**src/rtl/pll_reconfig_pkg.sv**
```systemverilog
// Shared types and constants for the PLL scan-chain reconfiguration controller.
package pll_reconfig_pkg;

  typedef enum logic [2:0] {
    IDLE,
    SHIFT,
    UPDATE,
    WAIT_DONE,
    RESET_PLL,
    WAIT_LOCK
  } state_t;

  localparam logic [1:0] ERR_NONE     = 2'd0;
  localparam logic [1:0] ERR_DONE_TMO = 2'd1;
  localparam logic [1:0] ERR_LOCK_TMO = 2'd2;

  localparam int unsigned DEFAULT_SCAN_LEN = 144;

endpackage

```
**src/rtl/pll_sync2.sv**
```systemverilog
// Two-flop synchronizer with asynchronous active-low reset.
module pll_sync2 #(
  parameter int unsigned WIDTH = 1
) (
  input  logic             clk,
  input  logic             rst_n,
  input  logic [WIDTH-1:0] i_d,
  output logic [WIDTH-1:0] o_q
);

  logic [WIDTH-1:0] r_meta;
  logic [WIDTH-1:0] r_sync;

  always_ff @(posedge clk or negedge rst_n) begin
    if (!rst_n) begin
      r_meta <= '0;
      r_sync <= '0;
    end else begin
      r_meta <= i_d;
      r_sync <= r_meta;
    end
  end

  assign o_q = r_sync;

endmodule

```
**src/rtl/pll_reconfig_ctrl.sv**
```systemverilog
// Shifts a scan-chain image into an altpll, then runs configupdate, scandone,
// areset and lock handshakes with timeouts.
module pll_reconfig_ctrl
  import pll_reconfig_pkg::*;
#(
  parameter int unsigned SCAN_LEN     = DEFAULT_SCAN_LEN,
  parameter int unsigned DONE_TIMEOUT = 1024,
  parameter int unsigned RESET_CYCLES = 16,
  parameter int unsigned LOCK_TIMEOUT = 65536
) (
  input  logic                clk,
  input  logic                rst_n,
  input  logic                start,
  input  logic [SCAN_LEN-1:0] cfg_data,
  output logic                busy,
  output logic                done,
  output logic                error,
  output logic [1:0]          err_code,
  output logic                pll_scanclk,
  output logic                pll_scanclkena,
  output logic                pll_scandata,
  output logic                pll_configupdate,
  output logic                pll_areset,
  input  logic                pll_scandone,
  input  logic                pll_locked
);

  localparam int unsigned TMO_MAX = (DONE_TIMEOUT > LOCK_TIMEOUT) ? DONE_TIMEOUT : LOCK_TIMEOUT;
  localparam int unsigned TMO_W   = $clog2(TMO_MAX + 1);
  localparam int unsigned CNT_W   = $clog2(SCAN_LEN + 1);

  state_t              r_state;
  state_t              w_next;
  logic [SCAN_LEN-1:0] r_shift;
  logic [CNT_W-1:0]    r_bit_cnt;
  logic [TMO_W-1:0]    r_tmo_cnt;
  logic                w_scandone;
  logic                w_locked;
  logic [1:0]          w_fault;
  logic                w_busy;
  logic                w_ena;
  logic                w_upd;
  logic                w_ars;
  logic                w_done;
  logic                w_sclk;

  pll_sync2 #(.WIDTH(1)) u_sync_done (
    .clk   (clk),
    .rst_n (rst_n),
    .i_d   (pll_scandone),
    .o_q   (w_scandone)
  );

  pll_sync2 #(.WIDTH(1)) u_sync_lock (
    .clk   (clk),
    .rst_n (rst_n),
    .i_d   (pll_locked),
    .o_q   (w_locked)
  );

  always_ff @(posedge clk or negedge rst_n) begin
    if (!rst_n) r_state <= IDLE;
    else        r_state <= w_next;
  end

  // Awaited signal is tested before the timeout so success wins a tie.
  always_comb begin
    w_next  = r_state;
    w_fault = ERR_NONE;
    unique case (r_state)
      IDLE:      if (start) w_next = SHIFT;
      SHIFT:     if (pll_scanclk && r_bit_cnt == CNT_W'(SCAN_LEN - 1)) w_next = UPDATE;
      UPDATE:    if (r_tmo_cnt == TMO_W'(1)) w_next = WAIT_DONE;
      WAIT_DONE: begin
        if (w_scandone) w_next = RESET_PLL;
        else if (r_tmo_cnt >= TMO_W'(DONE_TIMEOUT - 1)) begin
          w_next  = IDLE;
          w_fault = ERR_DONE_TMO;
        end
      end
      RESET_PLL: if (r_tmo_cnt == TMO_W'(RESET_CYCLES - 1)) w_next = WAIT_LOCK;
      WAIT_LOCK: begin
        if (w_locked) w_next = IDLE;
        else if (r_tmo_cnt >= TMO_W'(LOCK_TIMEOUT - 1)) begin
          w_next  = IDLE;
          w_fault = ERR_LOCK_TMO;
        end
      end
      default:   w_next = IDLE;
    endcase
  end

  // Outputs are decoded from the next state so the registered copies line up with the state.
  always_comb begin
    w_busy = (w_next != IDLE);
    w_ena  = (w_next == SHIFT);
    w_upd  = (w_next == UPDATE);
    w_ars  = (w_next == RESET_PLL);
    w_done = (r_state == WAIT_LOCK) && w_locked;
    w_sclk = (r_state == SHIFT && w_next == SHIFT) ? ~pll_scanclk : 1'b0;
  end

  always_ff @(posedge clk or negedge rst_n) begin
    if (!rst_n) begin
      busy             <= 1'b0;
      done             <= 1'b0;
      error            <= 1'b0;
      err_code         <= ERR_NONE;
      pll_scanclk      <= 1'b0;
      pll_scanclkena   <= 1'b0;
      pll_configupdate <= 1'b0;
      pll_areset       <= 1'b0;
      r_shift          <= '0;
      r_bit_cnt        <= '0;
      r_tmo_cnt        <= '0;
    end else begin
      busy             <= w_busy;
      done             <= w_done;
      pll_scanclk      <= w_sclk;
      pll_scanclkena   <= w_ena;
      pll_configupdate <= w_upd;
      pll_areset       <= w_ars;

      if (r_state == IDLE && start) begin
        r_shift   <= cfg_data;
        r_bit_cnt <= '0;
        error     <= 1'b0;
        err_code  <= ERR_NONE;
      end else if (r_state == SHIFT && pll_scanclk) begin
        r_shift   <= {r_shift[SCAN_LEN-2:0], 1'b0};
        r_bit_cnt <= r_bit_cnt + 1'b1;
      end

      if (w_fault != ERR_NONE) begin
        error    <= 1'b1;
        err_code <= w_fault;
      end

      if (w_next != r_state)    r_tmo_cnt <= '0;
      else if (r_tmo_cnt != '1) r_tmo_cnt <= r_tmo_cnt + 1'b1;
    end
  end

  assign pll_scandata = r_shift[SCAN_LEN-1];

endmodule

```
**config.mk**
```make
export PLATFORM = sky130hd
export DESIGN_NAME = pll_reconfig_ctrl
export DESIGN_NICKNAME = d
export VERILOG_FILES = /design/src/rtl/pll_reconfig_pkg.sv /design/src/rtl/pll_sync2.sv /design/src/rtl/pll_reconfig_ctrl.sv
export SDC_FILE = /design/constraint.sdc
export NUM_CORES = 1
export LEC_CHECK = 0
export CAP_MARGIN = 20
export CORE_MARGIN = 2
export CORE_UTILIZATION = 47
export DETAILED_ROUTE_END_ITERATION = 8
export PLACE_DENSITY = 0.77
export RECOVER_POWER = 50
export SLEW_MARGIN = 10
export SYNTH_ARGS = -nofsm -noshare
export SYNTH_HDL_FRONTEND = slang
export SYNTH_HIERARCHICAL = 1
export SYNTH_SLANG_ARGS = --single-unit
export TNS_END_PERCENT = 5
```
**constraint.sdc**
```tcl
create_clock -name clk -period 3 [get_ports clk]
set_clock_uncertainty 0.15 [all_clocks]
set_input_delay 0.75 -clock clk [delete_from_list [all_inputs] [get_ports clk]]
set_output_delay 0.75 -clock clk [all_outputs]
set_load 0.05 [all_outputs]
```
==> impl_metrics.py, run 1 <==
metrics = {
    "power": {
        "irDropWorstVdd_mv": 0.402,
        "sequentialPowerShare_pct": 50.4,
        "switching_power_uw": 1030,
        "comb_power_share_pct": 5.0,
        "p_int_uw": 3920,
        "power_uw": 4950,
        "p_sw_share_pct": 20.9,
        "power_per_cell_area_nw_per_um2": 471,
        "power_frac_clock_pct": 44.5,
        "p_leak_uw": 0.00512,
    },
    "finish": {
        "fin_util_pct": 61.5,
        "antennaDiodeCount": 0,
        "mostFrequentLayoutCell": "nand2_1",
        "area_growth_pct": 29.1,
        "nets": 1127,
        "layout_common_cells": "303 x nand2_1, 185 x dfrtp_1, 155 x clkdlybuf4s50_1, 144 x a22oi_1, 17 x clkbuf_16",
        "instances_no_fill": 1211,
        "drive_above_1_share_pct": 7.10,
    },
    "timing": {
        "hold_viol": 0,
        "period_minus_slack_ns": 2.84,
        "setup_slack_ns": 0.163,
        "slew_viol_final": 0,
        "max_freq_mhz": 352,
        "period_share_pct": 94.6,
        "rsz0062_at_grt": "false",
        "timing.slew.headroom_pct": 18.2,
        "worstMarginPinSlew_ns": 1.23,
        "finalSetupViolCount": 0,
        "hold_slack_ns": 0.217,
    },
    "synthesis": {
        "syn_nets": 991,
        "synth_cell_type_count": 42,
        "synth_warnings": 6,
        "yosysSeqAreaShare_pct": 56.8,
        "synth-async-reset-ratio_pct": 100,
        "synthFlopType": "dfrtp_1",
        "synth_area_um2": 8150,
        "synth-edff-count": 0,
        "synthCells": 837,
        "syn_area_per_cell_um2": 9.74,
        "ys_seq_elements": 185,
    },
    "worst_setup_path": {
        "cp-start-kind": "flip-flop",
        "required_ns": 3.17,
        "end_kind": "flip-flop",
        "worstPathMaxFanout": 15,
        "criticalPathCategory": "flip-flop to flip-flop",
        "cp.arrival_ns": 3.01,
    },
    "grt": {
        "grt_max_degree": 135,
        "antenna_found_initial": 0,
        "grt_pass1_wl_um": 32400,
        "overflow": 0,
        "grt.total_usage_pct": 22.0,
        "grt_pass1_vias": 6575,
    },
    "routing": {
        "via_per_inst": 5.42,
        "drc_errors": 0,
        "firstDrtPassIters": 7,
        "drtAntennaViolNets": 0,
        "drtIter0Drc": 616,
        "wl_um": 19200,
        "via_count": 6568,
        "avgRoutedWirePerCell_um": 15.9,
    },
    "place": {
        "gp_routability_congestion": 0.854,
        "dp.cells": 1179,
        "portBuffers": 158,
        "dp_slack_ns": 0.0662,
        "dpl.hpwl_um": 12500,
    },
    "worst_hold_path": {
        "hp-class": "flip-flop to flip-flop",
    },
    "clocking": {
        "numCtsBuffers": 17,
        "clkTransAtPathRegs_ns": 0.07,
        "root_buffer": "clkbuf_16",
        "hold_buffers": 0,
        "tritoncts": "yes",
        "insertion_delay_ns": 0.42,
        "cts.htree.levels": 4,
        "numClockSinks": 185,
        "cts_buffer_depth": 2,
    },
    "run_status": {
        "status": "finished, final reports clean",
    },
    "die": {
        "coreArea_um2": 17100,
        "die_w_um": 136,
        "row_count": 48,
        "die_area_um2": 18400,
        "die_h_um": 136,
        "start_util_pct": 47.6,
        "num_io_pins": 159,
    },
    "flow_run": {
        "cap_violations": 0,
    },
}
metrics by stage:
stage / area [um^2] / TNS [ns]
floorplan: 8150 / 0
global placement: 9960 / -7.65
detailed placement: 9980 / 0
CTS: 10600 / 0
global route: 10500 / 0
finish: 10500 / 0
cells in the mapped netlist (all sizes together), types with 5 or more instances:
cell type | number | area (um^2)
dfrtp | 185 | 4630
or3 | 5 | 31.3
a22oi | 144 | 1080
nand3 | 9 | 45.0
buf | 8 | 57.6
nand2 | 303 | 1140
inv | 9 | 33.8
clkbuf | 50 | 188
nor4 | 23 | 209
and3 | 6 | 37.5
ha | 5 | 62.6
nor2 | 15 | 56.3
nand4 | 10 | 62.6
xnor2 | 9 | 78.8
xor2 | 11 | 96.3
nor3 | 12 | 80.1
o21ai | 7 | 35.0
power by group through the flow:
stage / Sequential [uW] / Combinational [uW] / Clock, uW
finish: 2500 / 250 / 2210
global route: 2500 / 271 / 2370
CTS: 2500 / 262 / 2250
detailed placement: 2550 / 261 / 0
global placement: 2540 / 261 / 0
floorplan: 2550 / 2.40 / 0
logic make-up (layout without fill, tap and decap cells):
logic type / Yosys count / in the layout / share of synthesized area [%]
AO/OA/AOI/OAI: 165 / 165 / 15.3
flip-flops: 185 / 185 / 56.8
buffers and inverters: 67 / 216 / 3.42
adder cells (fa/ha/maj): 5 / 5 / 0.768
AND/OR/NAND/NOR: 395 / 395 / 21.6
XOR/XNOR: 20 / 20 / 2.15
layout make-up:
cell class | count | area [um^2]
fill | 1399 | 6600
sequential | 185 | 4630
tap | 225 | 282
clock inverter | 10 | 119
timing repair buffer | 175 | 1730
clock buffer | 22 | 454
inverter | 9 | 33.8
multi-input combinational | 585 | 3270
worst max-delay path: stages, from the launching register on:
cell and delay [ns]:
dfrtp_1 0.46, ha_1 0.29, nand3_2 0.13, nor4_1 0.09
ha_1 0.22, o41a_1 0.38, a2111oi_2 0.40, nand2_1 0.11
buf_4 0.24, nor4_2 0.26
timing repair:
item                                    4_1_cts  5_1_grt
setup buffers                                 0        0
resized for setup                             0        3
endpoints found under the setup margin        0       15
final timing paths:
| kind | start | cells after the start | slack (ns) | end |
|---|---|---|---|---|
| hold reg to reg | u_sync_lock/r_meta$_DFF_PN0_ | 0 | 0.22 | u_sync_lock/o_q$_DFF_PN0_ |
| setup reg to reg | r_tmo_cnt[0]$_DFFE_PN0P_ | 9 | 0.16 | r_tmo_cnt[0]$_DFFE_PN0P_ |
| hold / removal | u_sync_lock/r_meta$_DFF_PN0_ | 0 | 0.22 | u_sync_lock/o_q$_DFF_PN0_ |
| min in group asynchronous | rst_n | 1 | 0.41 | r_shift[22]$_DFFE_PN0P_ |
| max in group asynchronous | rst_n | 2 | 0.53 | r_shift[66]$_DFFE_PN0P_ |
| setup / recovery | r_tmo_cnt[0]$_DFFE_PN0P_ | 9 | 0.16 | r_tmo_cnt[0]$_DFFE_PN0P_ |
state kept, by name (all words and copies together) (netlist names), 2 cells and up:
name	flops
r_tmo_cnt	17
err_code	2
r_shift	144
r_state	3
r_bit_cnt	8
per-layer routing:
layer | GRT usage [%] | part of all wire (%)
met5 | 0 | 0
met4 | 5.03 | 0.95
met3 | 7.41 | 6.6
met2 | 33.2 | 48
met1 | 30.9 | 45
Power figures use the tool's default switching activity.
==> inputs of run 2 (changes only) <==
--- a/config.mk
+++ b/config.mk
@@ -9,11 +9,10 @@
 export CORE_MARGIN = 2
 export CORE_UTILIZATION = 47
 export DETAILED_ROUTE_END_ITERATION = 8
-export PLACE_DENSITY = 0.77
+export PLACE_DENSITY = 0.78
 export RECOVER_POWER = 50
 export SLEW_MARGIN = 10
 export SYNTH_ARGS = -nofsm -noshare
 export SYNTH_HDL_FRONTEND = slang
-export SYNTH_HIERARCHICAL = 1
 export SYNTH_SLANG_ARGS = --single-unit
 export TNS_END_PERCENT = 5
==> impl_metrics.py, run 2 <==
metrics = {
    "synthesis": {
        "synth_most_common_cell": "nand2_1",
        "synthFlopType": "dfrtp_1",
        "yosysSeqAreaShare_pct": 57.6,
        "synthTopCellsByArea": "dfrtp_1 58%, nand2_1 14%, a22oi_1 13%, clkbuf_1 2.0%, xor2_1 1.4%",
        "syn_area_per_cell_um2": 9.71,
        "syn_nets": 982,
        "synth_warnings": 0,
        "yosys-top-cells-count": "308 x nand2_1, 185 x dfrtp_1, 144 x a22oi_1",
        "synth_top_cell_by_area": "dfrtp_1",
        "synth_area_um2": 8040,
        "synth-async-reset-ratio_pct": 100,
        "synth-edff-count": 0,
        "ys_seq_elements": 185,
        "netlist.area_leader.share_pct": 57.6,
        "synth_cell_type_count": 44,
        "synthCells": 828,
    },
    "power": {
        "p_sw_share_pct": 36.1,
        "comb_power_share_pct": 32.4,
        "power_uw": 9450,
        "power_per_cell_area_nw_per_um2": 900,
        "irDropWorstVdd_mv": 0.505,
        "p_int_uw": 6040,
        "power_frac_clock_pct": 26.0,
        "p_leak_uw": 0.00504,
        "switching_power_uw": 3410,
        "sequentialPowerShare_pct": 41.6,
    },
    "timing": {
        "worstMarginPinSlew_ns": 1.57,
        "period_share_pct": 93.1,
        "setup_tns_ns": 0,
        "hold_slack_ns": 0.201,
        "rsz0062_at_grt": "false",
        "period_minus_slack_ns": 2.79,
        "slew_viol_final": 64,
        "finalSetupViolCount": 0,
        "hold_viol": 0,
        "max_freq_mhz": 358,
        "timing.slew.headroom_pct": -4.66,
    },
    "clocking": {
        "insertion_delay_ns": 0.43,
        "cts.htree.levels": 4,
        "hold_buffers": 0,
        "root_buffer": "clkbuf_16",
        "cts_buffer_depth": 2,
        "numClockSinks": 185,
        "post_cts_resized": 0,
        "numCtsBuffers": 17,
        "tritoncts": "yes",
        "postCtsSetupRepairBufs": 0,
        "clkTransAtPathRegs_ns": 0.07,
    },
    "finish": {
        "register_area_um2": 4630,
        "multi_input_area_um2": 3180,
        "mostFrequentLayoutCell": "nand2_1",
        "largest_register": "r_shift",
        "antennaDiodeCount": 0,
        "drive_above_1_share_pct": 7.34,
        "nets": 1122,
        "reg_top3": "r_shift: 144 flops, r_tmo_cnt: 17 flops, r_bit_cnt: 8 flops",
        "largest_register_ffs": 144,
        "fin_area_um2": 10500,
        "area_growth_pct": 30.6,
        "layout_common_cells": "308 x nand2_1, 185 x dfrtp_1, 155 x clkdlybuf4s50_1, 144 x a22oi_1",
        "fillers": 1342,
    },
    "routing": {
        "drc_errors": 0,
        "drtIter0Drc": 454,
        "wl_um": 19200,
        "wl_met2_um": 9130,
        "firstDrtPassIters": 5,
        "top_layer": "met4",
        "drtAntennaViolNets": 0,
        "met1_length_um": 8290,
        "avgRoutedWirePerCell_um": 16.0,
        "via_count": 6506,
        "wl_met3_um": 1550,
        "via_per_inst": 5.42,
    },
    "grt": {
        "overflow": 0,
        "grt.total_usage_pct": 22.0,
        "grt_pass1_wl_um": 31900,
        "grt_max_degree": 101,
        "grt_pass1_vias": 6498,
        "antenna_found_initial": 0,
    },
    "die": {
        "start_util_pct": 48.3,
        "die_h_um": 135,
        "die_w_um": 135,
        "row_count": 47,
        "num_io_pins": 159,
        "die_area_um2": 18200,
        "coreArea_um2": 16600,
    },
    "worst_setup_path": {
        "cp-start-kind": "flip-flop",
        "slowest_stage": "dfrtp_1",
        "criticalPathCategory": "flip-flop to flip-flop",
        "end_kind": "flip-flop",
        "cp.arrival_ns": 2.94,
        "cp_cell_sequence": "and4_1 > nand4_1 > nor2_1 > ha_1 > nor3_1 > o21ai_1 > nor3b_2 > mux2i_2 > buf_4 > nor3_1",
        "crit_path_max_incr_delay_ns": 0.47,
        "cp_common_cell": "nor3_1",
        "required_ns": 3.15,
        "worstPathMaxFanout": 12,
        "r2r_cells": 10,
    },
    "place": {
        "dpl.hpwl_um": 12500,
        "placed_area_um2": 9880,
        "portBuffers": 158,
        "gp_routability_congestion": 0.858,
    },
    "flow_run": {
        "cap_violations": 1,
    },
    "worst_hold_path": {
        "hold_path_depth": 0,
        "hp-class": "flip-flop to flip-flop",
    },
    "run_status": {
        "violations": "max-capacitance violations, max-slew violations",
        "status": "finished with violations",
    },
}
[run 2: cells by family after synthesis]
| group | after synthesis | share of synthesized area, % |
|---|---|---|
| DFF | 185 | 57.6 |
| and+or+nand+nor | 395 | 21.3 |
| adders and majority gates | 5 | 0.778 |
| xor gates and xnor gates | 20 | 2.18 |
| buffers and inverters | 59 | 3.10 |
| AOI/OAI and AO/OA | 162 | 14.8 |
| muxes | 2 | 0.311 |
[run 2: metrics by stage]
stage               util (%)  setup WS [ns]  std cells
floorplan                  -          0.552        828
global placement        59.4          0.274       1169
detailed placement      59.4          0.269       1169
CTS                     63.3          0.237       1201
global route            63.1         0.0239       1201
finish                  63.1          0.208       1201
[run 2: final timing paths]
check	start	end	slack, ns
min reg2reg	u_sync_done.r_meta$_DFF_PN0_	u_sync_done.o_q$_DFF_PN0_	0.20
max reg2reg	r_tmo_cnt[4]$_DFFE_PN0P_	r_tmo_cnt[5]$_DFFE_PN0P_	0.21
max in group asynchronous	rst_n	r_shift[129]$_DFFE_PN0P_	0.59
min	u_sync_done.r_meta$_DFF_PN0_	u_sync_done.o_q$_DFF_PN0_	0.20
min in group asynchronous	rst_n	r_shift[22]$_DFFE_PN0P_	0.53
max	r_tmo_cnt[4]$_DFFE_PN0P_	r_tmo_cnt[5]$_DFFE_PN0P_	0.21
[run 2: final cells by class]
cell class / count / area share [%]
sequential: 185 / 44.1
multi-input combinational: 584 / 30.3
timing repair buffer: 176 / 16.7
clock buffer: 20 / 4.44
tap: 220 / 2.62
clock inverter: 12 / 1.76
inverter: 4 / 0.143
[run 2: critical path, delay by kind of cell, from the launching register on]
family / cells / cell delay, ns
buffers and inverters: 1 / 0.26
muxes: 1 / 0.28
AOI/OAI and AO/OA: 1 / 0.14
adders and majority gates: 1 / 0.22
DFF: 1 / 0.47
and+or+nand+nor: 6 / 1.15
[run 2: per-layer routing]
layer	vias up	GRT usage, %
met5	-	0
met4	0	5.85
met3	22	7.73
met2	209	33.8
met1	3141	29.9
li1	3134	-
[run 2: power by group through the flow]
stage / Combinational (uW) / Sequential, uW / Clock (uW)
final: 3060 / 3930 / 2450
after global routing: 3480 / 4040 / 2610
after CTS: 3110 / 3930 / 2510
after detailed placement: 3100 / 3940 / 0
after global placement: 2970 / 3930 / 0
after floorplan: 2120 / 3900 / 0
